===== src/rtl/mux_scan_ctrl_if.sv =====
// Bundle between the scan sequencer, the 8x1 multiplexer and the snapshot consumer.
interface mux_scan_ctrl_if;
   logic       start;
   logic [2:0] mux_sel;
   logic       mux_f;
   logic [7:0] word;
   logic       word_valid;
   logic       word_ready;
   logic       busy;

   // Sequencer side
   modport master (
      input  start,
      input  mux_f,
      input  word_ready,
      output mux_sel,
      output word,
      output word_valid,
      output busy
   );

   // Requester / multiplexer / consumer side
   modport slave (
      output start,
      output mux_f,
      output word_ready,
      input  mux_sel,
      input  word,
      input  word_valid,
      input  busy
   );
endinterface


===== src/rtl/mux_scan_ctrl.sv =====
// Scans the eight inputs of an 8x1 mux in order 0..7, waiting SETTLE_CYCLES after each
// select change, and presents the assembled byte on a valid/ready port.
module mux_scan_ctrl #(
   parameter int unsigned SETTLE_CYCLES = 1
) (
   input logic            clk,
   input logic            rst_n,
   mux_scan_ctrl_if.master bus
);

   localparam logic [3:0] CntLoad = 4'(SETTLE_CYCLES - 1);

   typedef enum logic [1:0] {StIdle, StSettle, StSample, StHold} state_e;

   state_e     state_q, state_d;
   logic [2:0] sel_q, sel_d;
   logic [3:0] cnt_q, cnt_d;
   logic [7:0] word_q, word_d;
   logic       valid_q, valid_d;
   logic       busy_q, busy_d;

   // Every output is a register; no input reaches an output combinationally.
   assign bus.mux_sel    = sel_q;
   assign bus.word       = word_q;
   assign bus.word_valid = valid_q;
   assign bus.busy       = busy_q;

   // State and output registers, cleared asynchronously so an aborted scan leaves no trace.
   always_ff @(posedge clk or negedge rst_n) begin
      if (!rst_n) begin
         state_q <= StIdle;
         sel_q   <= 3'd0;
         cnt_q   <= 4'd0;
         word_q  <= 8'h00;
         valid_q <= 1'b0;
         busy_q  <= 1'b0;
      end else begin
         state_q <= state_d;
         sel_q   <= sel_d;
         cnt_q   <= cnt_d;
         word_q  <= word_d;
         valid_q <= valid_d;
         busy_q  <= busy_d;
      end
   end

   // Next-state and next-output decode for the scan sequence.
   always_comb begin
      state_d = state_q;
      sel_d   = sel_q;
      cnt_d   = cnt_q;
      word_d  = word_q;
      valid_d = valid_q;
      busy_d  = busy_q;

      case (state_q)
         StIdle: begin
            sel_d   = 3'd0;
            valid_d = 1'b0;
            busy_d  = 1'b0;
            if (bus.start) begin
               word_d  = 8'h00;
               cnt_d   = CntLoad;
               busy_d  = 1'b1;
               state_d = StSettle;
            end
         end

         StSettle: begin
            // Loaded with SETTLE_CYCLES-1, so the dwell here is exactly SETTLE_CYCLES cycles.
            if (cnt_q == 4'd0) begin
               state_d = StSample;
            end else begin
               cnt_d = cnt_q - 4'd1;
            end
         end

         StSample: begin
            word_d[sel_q] = bus.mux_f;
            if (sel_q == 3'd7) begin
               valid_d = 1'b1;
               state_d = StHold;
            end else begin
               sel_d   = sel_q + 3'd1;
               cnt_d   = CntLoad;
               state_d = StSettle;
            end
         end

         StHold: begin
            if (bus.word_ready) begin
               valid_d = 1'b0;
               sel_d   = 3'd0;
               if (bus.start) begin
                  // Handshake and new request on the same edge: restart with no idle cycle.
                  word_d  = 8'h00;
                  cnt_d   = CntLoad;
                  state_d = StSettle;
               end else begin
                  busy_d  = 1'b0;
                  state_d = StIdle;
               end
            end
         end

         default: begin
            state_d = StIdle;
            sel_d   = 3'd0;
            valid_d = 1'b0;
            busy_d  = 1'b0;
         end
      endcase
   end

endmodule


===== src/flat_wrapper.sv =====
// flat-port wrapper written by rule: the top's interface ports become plain ports
module mux_scan_ctrl_flat 
#(
   parameter int unsigned SETTLE_CYCLES = 1
)
  (clk, rst_n, bus_start, bus_mux_f, bus_word_ready, bus_mux_sel, bus_word, bus_word_valid, bus_busy);
  mux_scan_ctrl_if bus_i ();
  input logic clk;
  input logic rst_n;
  input wire logic [$bits(bus_i.start)-1:0] bus_start;
  input wire logic [$bits(bus_i.mux_f)-1:0] bus_mux_f;
  input wire logic [$bits(bus_i.word_ready)-1:0] bus_word_ready;
  output wire logic [$bits(bus_i.mux_sel)-1:0] bus_mux_sel;
  output wire logic [$bits(bus_i.word)-1:0] bus_word;
  output wire logic [$bits(bus_i.word_valid)-1:0] bus_word_valid;
  output wire logic [$bits(bus_i.busy)-1:0] bus_busy;
  assign bus_i.start = bus_start;
  assign bus_i.mux_f = bus_mux_f;
  assign bus_i.word_ready = bus_word_ready;
  assign bus_mux_sel = bus_i.mux_sel;
  assign bus_word = bus_i.word;
  assign bus_word_valid = bus_i.word_valid;
  assign bus_busy = bus_i.busy;
  mux_scan_ctrl #(.SETTLE_CYCLES(SETTLE_CYCLES)) u_core (.clk(clk), .rst_n(rst_n), .bus(bus_i));
endmodule

===== config.mk =====
export PLATFORM = sky130hd
export DESIGN_NAME = mux_scan_ctrl_flat
export DESIGN_NICKNAME = d
export VERILOG_FILES = /design/src/rtl/mux_scan_ctrl_if.sv /design/src/rtl/mux_scan_ctrl.sv /design/src/flat_wrapper.sv
export SDC_FILE = /design/constraint.sdc
export NUM_CORES = 1
export LEC_CHECK = 0
export CAP_MARGIN = 0
export CORE_MARGIN = 2
export CORE_UTILIZATION = 35
export CTS_CLUSTER_SIZE = 12
export DETAILED_ROUTE_END_ITERATION = 8
export GPL_ROUTABILITY_DRIVEN = 0
export HOLD_SLACK_MARGIN = 0.03
export PLACE_DENSITY = 0.54
export SLEW_MARGIN = 20
export SYNTH_ARGS = -nofsm -noshare
export SYNTH_HDL_FRONTEND = slang
export SYNTH_SLANG_ARGS = --single-unit
export TNS_END_PERCENT = 30

===== constraint.sdc =====
create_clock -name clk -period 1.5 [get_ports clk]
set_input_delay 0.3 -clock clk [delete_from_list [all_inputs] [get_ports clk]]
set_output_delay 0.3 -clock clk [all_outputs]
set_load 0.05 [all_outputs]

* Yosys cells after proc, flatten, opt, wreduce, memory -nomap -nowiden
Index checks and enable logic that the tools add are counted.
** Storage, ports and cells
- RAM bits :: 0
- Bits in read-only memories :: 0
- Register bits after elaboration :: 19
- Logic and storage cells :: 59
- Output and inout port bits :: 13
- Bits of input ports :: 5
- Latch bits :: 0
- Memories kept :: 0
** Operators by class
- Equal/unequal tests :: 11
- Multipliers :: 0
- Shift-type cells :: 0
- $add $sub $neg :: 2
- Reduce and logical (&&, ||, !) cells :: 11
- Div/mod/pow operators :: 0
- $lt $le $gt $ge :: 2
- Muxes and demuxes :: 27
- Bitwise gates (word level) :: 0
** Operator list (number)
- 8-bit one-hot mux with 3 select lines :: 1
- 4-bit two-way mux :: 4
- 8-bit two-way mux :: 2
- 4-bit one-hot mux with 4 select lines :: 1
- 3-bit AND reduction :: 5
- 2-bit != test (second input constant) :: 5
- 3-bit one-hot mux with 3 select lines :: 1
- 8-bit bitwise mux :: 1
- 2-bit two-way mux :: 4
- 2-bit one-hot mux with 4 select lines :: 1
- 1-bit two-way mux :: 7
- 3-bit two-way mux :: 2
- 2-bit equality test (second input constant) :: 2
- 4-bit zero test :: 1
- 3-bit by 4-bit less-than comparator with 1-bit output (second input constant) :: 1
- 2-bit by 1-bit != test with 1-bit output (second input constant) :: 2
- 4-bit by 1-bit subtractor with 4-bit output (second input constant) :: 1
- 3-bit by 1-bit adder with 3-bit output (second input constant) :: 1
- 1-bit demux with 3-bit select :: 1
- 3-bit equality test (second input constant) :: 1
- 3-bit by 1-bit >= comparator with 1-bit output (second input constant) :: 1
- 1-bit one-hot mux with 3 select lines :: 1
- 3-bit nonzero test :: 1
- 2-bit by 1-bit equality test with 1-bit output (second input constant) :: 1
- 5 further kinds :: 5

* Depth between registers and ports, before layout
Gate-level depths: netlist of run 1.
- Depth in word-level cells :: 6
- Gate-level depth with buffers :: 7
- Depth with buffers taken out :: 6

* Least setup slack after synthesis of run 1
OpenSTA, ideal clock, no wires.
- Path kind :: register -> register
- Start point :: register u_core.sel_q[1] (netlist: u_core.bus.mux_sel[1])
- End point :: register u_core.cnt_q[0]
- Arrival time :: 1.904 ns
- Cell stages (with the launch flop) :: 7
- Slack :: -0.473 ns
- Setup time :: 0.069 ns
- Clock period less this slack :: 1.973 ns
- Cell sequence :: dfrtp_1 ha_1 ha_1 nand2_4 o311ai_4 or4b_1 nand3_1
** Between the ends
- Longest elaborated chain between the ends :: 3
** RTL lines
- start: declaration :: line mux_scan_ctrl.sv:16 : logic [2:0] sel_q, sel_d;
- start signal: assignment :: line mux_scan_ctrl.sv:39 : sel_q <= sel_d;
- 3-bit equality test :: line mux_scan_ctrl.sv:80 : if (sel_q == 3'd7) begin
- 2-bit != test (no source line)
- 3-bit AND reduction (no source line)
- end signal: assignment :: line mux_scan_ctrl.sv:40 : cnt_q <= cnt_d;
- end: declaration :: line mux_scan_ctrl.sv:17 : logic [3:0] cnt_q, cnt_d;
Every way passes these cells.
A chain may end at the register's enable or synchronous reset.

* Final worst setup path of run 1
Same ends and word-level chain as after synthesis.

==> results of run 1 <==
power breakdown:
part           switching, mW  internal [mW]
combinational          0.898          0.901
clock                  0.164         0.0996
sequential             0.129          0.624
metrics by stage:
stage | cells | setup WS (ns) | TNS, ns | utilization, % | power [mW]
final | 198 | -0.0796 | -0.282 | 57.9 | 2.82
after global routing | 198 | -0.150 | -1.78 | 57.9 | 3.04
after CTS | 195 | -0.0822 | -0.503 | 56.5 | 2.76
after detailed placement | 189 | -0.257 | -3.60 | 54.6 | 2.42
after global placement | 189 | -0.252 | -3.12 | 54.6 | 2.37
after floorplan | 109 | -0.248 | -0.697 | - | 1.70
synthesized netlist by cell type (2+ instances only):
| library cell | n | area (um^2) |
|---|---|---|
| dfrtp_1 | 19 | 475 |
| and3_1 | 2 | 12.5 |
| or3_1 | 3 | 18.8 |
| nand2b_1 | 2 | 12.5 |
| inv_1 | 9 | 33.8 |
| mux2i_1 | 9 | 90.1 |
| nand2_1 | 3 | 11.3 |
| nor2b_1 | 2 | 12.5 |
| ha_1 | 9 | 113 |
| o21ai_1 | 2 | 10.0 |
| o21ai_0 | 6 | 30.0 |
| nand3_1 | 6 | 30.0 |
| a21oi_1 | 5 | 25.0 |
| o2bb2ai_1 | 8 | 70.1 |
| nor3_1 | 2 | 10.0 |
final timing paths:
check | start | slack (ns) | end
min | rst_n | 0.31 | u_core.bus.word[2]
min in group clk | u_core.cnt_q[2] | 0.53 | u_core.cnt_q[2]
max | u_core.bus.mux_sel[1] | -0.08 | u_core.cnt_q[0]
max reg2reg | u_core.bus.mux_sel[1] | -0.08 | u_core.cnt_q[0]
max in group asynchronous | rst_n | 0.94 | u_core.state_q[1]
min reg2reg | u_core.cnt_q[2] | 0.53 | u_core.cnt_q[2]
state kept, by name (all words and copies together) (netlist names):
signal / flops
u_core.bus.word: 8
u_core.cnt_q: 4
u_core.bus.mux_sel: 3
u_core.state_q: 2
u_core.bus.busy: 1
u_core.bus.word_valid: 1
metal layers:
layer / share of wire, % / global-route usage, % / vias to the layer above
li1: - / - / 497
met1: 48 / 23.6 / 480
met2: 45 / 25.1 / 20
met3: 5.0 / 5.04 / 5
met4: 1.6 / 6.38 / 0
met5: 0 / 0 / -
layout make-up:
class / count / area, um^2 / share of cell area (%)
Multi-Input combinational cell: 77 / 684 / 38.1
Timing Repair Buffer: 44 / 507 / 28.2
Sequential cell: 19 / 480 / 26.8
Tap cell: 44 / 55.1 / 3.07
Inverter: 10 / 41.3 / 2.30
Clock buffer: 3 / 22.5 / 1.25
Clock inverter: 1 / 5.00 / 0.279
repair_timing:
item	CTS	global route
buffers inserted	2	3
pin swaps	2	9
setup endpoints to repair	17	19
gates resized for setup	6	5
kinds of logic after synthesis:
logic type | count (synthesis) | share of synthesized area, %
buffers and inverters | 13 | 5.00
multiplexers | 9 | 7.83
adder cells (fa/ha/maj) | 9 | 9.78
AND/OR/NAND/NOR | 28 | 15.3
AO/OA/AOI/OAI | 31 | 20.8
flip-flops | 19 | 41.3
==> summary.md, run 1 <==
| Metric | Value |
|---|---|
| Outcome | finished with violations |
| Failing checks | negative setup slack |
| Mapped Cells | 109 |
| # port buffers | 17 |
| Num ports | 18 |
| Routed len/inst | 13.6 um |
| Hold WS | 0.312 ns |
| Crit path max-delay family | simple AND/OR/NAND/NOR gates |
| Worst-path cell chain | ha_4 > ha_4 > nand2_4 > o311ai_4 > or4b_1 > nand3_1 |
| Vias | 1,002 |
| Final hold violation count | 0 |
| H-tree depth | 1 |
| DR pass1 iterations | 4 |
| Max cap viols | 0 |
| Most common cell after layout, fill and taps aside | buf_4 |
| Slew Limit Fails | 0 |
| Yosys warns | 0 |
| Critical path class | register to register |
| Fin crit share | 105% |
| Slowest CP cell | or4b_1 |
| Die ar. | 3760 um^2 |
| Antenna Nets Post-Route | 0 |
| Main synth FF type | dfrtp_1 |
| Power density cells | 1570 nW/um^2 |
| Final WL | 2.69 mm |
| Vias in the first global route | 1,021 |
| Max Clk Rate | 633 MHz |
| Final nets | 169 |
| Synth unique cells | 37 |
| Root buf cell | clkbuf_4 |
| Fill cells | 288 |
| DP Area | 1690 um^2 |
| WP depth | 6 |
| Hold_buf cts | 0 |
| Avg Cell Area, Syn | 10.6 um^2 |
| EDFF count, synth | 0 |
| Design area | 1800 um^2 |
| Rel. slew slack | 74.3% |
| TritonCTS clock tree | yes |
| Crit path launch type | register |
| Clk buf depth | 2 |
| DIE HEIGHT | 61.4 um |
| Net Count, Synth | 123 |
| VDD IR-drop max | 0.00121 V |
| Core area | 3100 um^2 |
| First-pass GRT wire length | 4.64 mm |
| Leak pwr | 0.805 nW |
| Grt total ovfl | 0 |
| Synthesis-to-layout area growth | 56.0% |
| R2R depth | 6 |
| Most frequent cells in the layout | buf_4, dfrtp_1, buf_12 |
| # rows | 20 |
| CP max FO | 4 |
| Netlist Area Pre-Place | 1150 um^2 |
| Synth Register Bits | 19 |
| Seq/Total Area, Yosys | 41.3% |
| Fin worst setup slack | -0.0796 ns |
| RSZ-0062 raised after global routing | true |
| HP Class | input port to asynchronous set/reset pin |
| Clock skew | 0.0200 ns |
| Fin crit period | 1.58 ns |
| Clk slew on worst S/H paths | 0.12 ns |
| DRC | 0 |
| All-Layer GR Usage | 17.0% |
| Worst-Margin Slew | 0.385 ns |
| CP bufs+invs | 0 |
| Initial antenna violation count | 0 |
| Clock latency on the worst-skew pair | 0.31 ns |
| Post-synth ARST share | 100% |
| Layout cells sized above 1 | 42.9% |
| Largest net degree at the start of global routing | 20 |
| CP arrival | 1.84 ns |
| Slowest stage delay, CP | 0.51 ns |
| Hpwl dp | 1.93 mm |
| Die W | 61.4 um |
| CP most frequent cell | ha_4 |
| CP endpoint kind | register |
| TritonCTS Buffers | 3 |
| Setup Viol. Count Final | 9 |
| Crit path required time | 1.76 ns |
| Initial Utilization | 37.1% |
| Antenna Cells | 0 |
| Sinks on the clock net | 19 |
| Vias/cell | 5.06 |
| Initial drt markers | 22 |
(Power assumes the default switching activity.)
==> inputs of run 2 (changes only) <==
- PLACE_DENSITY: 0.54 -> not set
- PLACE_DENSITY_LB_ADDON: not set -> 0.15
==> summary.md, run 2 (synthesis results as in run 1) <==
| Metric | Value |
|---|---|
| Max Clk Rate | 639 MHz (was 633 MHz) |
| Die ar. | 3760 um^2 (unchanged) |
| Leak pwr | 0.813 nW (was 0.805 nW) |
| Root buf cell | clkbuf_4 (unchanged) |
| Clk buf depth | 2 (unchanged) |
| Vias/cell | 5.12 (was 5.06) |
| Power Total | 2.96 mW (was 2.82 mW) |
| RSZ-0062 raised after global routing | true (unchanged) |
| DIE HEIGHT | 61.4 um (unchanged) |
| Crit path required time | 1.76 ns (about the same) |
| Fill cells | 270 (was 288) |
| CP arrival | 1.82 ns (was 1.84 ns) |
| Vias | 1,004 (was 1,002) |
| R2R depth | 6 (unchanged) |
| H-tree depth | 1 (unchanged) |
| Max reg flops | 8 (unchanged) |
| Sinks on the clock net | 19 (unchanged) |
| Routed len/inst | 13.7 um (was 13.6 um) |
| R2R Setup Slk | -0.07 ns (was -0.08 ns) |
| TritonCTS Buffers | 3 (unchanged) |
| First-pass GRT wire length | 4.74 mm (was 4.64 mm) |
| Core area | 3100 um^2 (unchanged) |
| Clock skew | 0.00564 ns (was 0.0200 ns) |
| Hpwl dp | 1.90 mm (was 1.93 mm) |
| Num ports | 18 (unchanged) |
| DR pass1 iterations | 4 (unchanged) |
| # rows | 20 (unchanged) |
| VDD IR-drop max | 0.000655 V (was 0.00121 V) |
| Antenna Cells | 0 (unchanged) |
| Most frequent cells in the layout | buf_4, dfrtp_1, buf_12 (unchanged) |
| Crit path launch type | register (unchanged) |
| Slew Limit Fails | 0 (unchanged) |
| Core Util, Final | 59.5% (was 57.9%) |
| Setup TNS Final | -0.395 ns (was -0.282 ns) |
| Most common cell after layout, fill and taps aside | buf_4 (unchanged) |
| Initial antenna violation count | 0 (unchanged) |
| Power density cells | 1600 nW/um^2 (was 1570 nW/um^2) |
| Final nets | 167 (was 169) |
| # port buffers | 17 (unchanged) |
| Layout cells sized above 1 | 47.4% (was 42.9%) |
| CP endpoint kind | register (unchanged) |
| DRC | 0 (unchanged) |
| All-Layer GR Usage | 17.3% (was 17.0%) |
| Setup Viol. Count Final | 12 (was 9) |
| Rel. slew slack | 71.3% (was 74.3%) |
| Antenna Nets Post-Route | 0 (unchanged) |
| Final WL | 2.68 mm (was 2.69 mm) |
| Grt total ovfl | 0 (unchanged) |
| Worst-Margin Slew | 0.431 ns (was 0.385 ns) |
| Final hold violation count | 0 (unchanged) |
| Initial Utilization | 37.1% (unchanged) |
| Synthesis-to-layout area growth | 60.4% (was 56.0%) |
| Fin worst setup slack | -0.0658 ns (was -0.0796 ns) |
| CP max FO | 5 (was 4) |
| Hold_buf cts | 0 (unchanged) |
| Outcome | finished with violations (unchanged) |
| Critical path class | register to register (unchanged) |
| Fin crit period | 1.57 ns (was 1.58 ns) |
| Vias in the first global route | 1,041 (was 1,021) |
| HP Class | input port to asynchronous set/reset pin (unchanged) |
| Clk slew on worst S/H paths | 0.12 ns (about the same) |
| Clock latency on the worst-skew pair | 0.31 ns (about the same) |
| Max cap viols | 0 (unchanged) |
| TritonCTS clock tree | yes (unchanged) |
| Die W | 61.4 um (unchanged) |
| Largest net degree at the start of global routing | 20 (unchanged) |
| Hold WS | 0.313 ns (was 0.312 ns) |
| Initial drt markers | 20 (was 22) |
| Failing checks | negative setup slack (unchanged) |
| Fin crit share | 104% (was 105%) |
## run 2: where the power goes
group          switching (mW)  internal, mW  total [mW]
combinational           0.943         0.970        1.91
clock                   0.174        0.0997       0.274
sequential              0.146         0.627       0.773
## run 2: metal layers
layer / up-vias / part of all wire [%] / global-route usage (%)
met4: 0 / 4.0 / 10.0
met1: 475 / 46 / 22.1
li1: 494 / - / -
met5: - / 0 / 0
met2: 24 / 46 / 27.4
met3: 11 / 4.0 / 3.36
## run 2: worst max-delay path, cell delays in order (launching register included)
cell and delay (ns):
dfrtp_2 0.44, ha_4 0.17, ha_4 0.17, nand2_4 0.06
o311ai_4 0.12, or4b_1 0.49, nand3_1 0.08
## run 2: timing repair
item	in CTS	in global routing
gates resized for setup	18	9
endpoints found under the setup margin	17	18
setup buffers	3	0
pin swaps	16	8
## run 2: final timing paths
| check | startpoint | endpoint |
|---|---|---|
| min in group clk | u_core.bus.busy | u_core.bus.busy |
| min | rst_n | u_core.bus.busy |
| max in group asynchronous | rst_n | u_core.bus.mux_sel[1] |
| min reg2reg | u_core.bus.busy | u_core.bus.busy |
| max | u_core.bus.mux_sel[0] | u_core.cnt_q[0] |
| max reg2reg | u_core.bus.mux_sel[0] | u_core.cnt_q[0] |
## run 2: cell type report
type,count,area [um^2],share of cell area (%)
tap,44,55.1,2.98
multi-input combinational,77,738,40.0
timing repair buffer,42,503,27.2
sequential,19,482,26.1
clock inverter,1,5.00,0.271
inverter,10,41.3,2.24
clock buffer,3,22.5,1.22
## run 2: through the flow
step                      instance area [um^2]  setup WS [ns]  instances
after floorplan                           1190         -0.248        109
after global placement                    1690         -0.263        189
after detailed placement                  1690         -0.313        189
after CTS                                 1810        -0.0797        196
after global routing                      1850         -0.152        196
final                                     1850        -0.0658        196
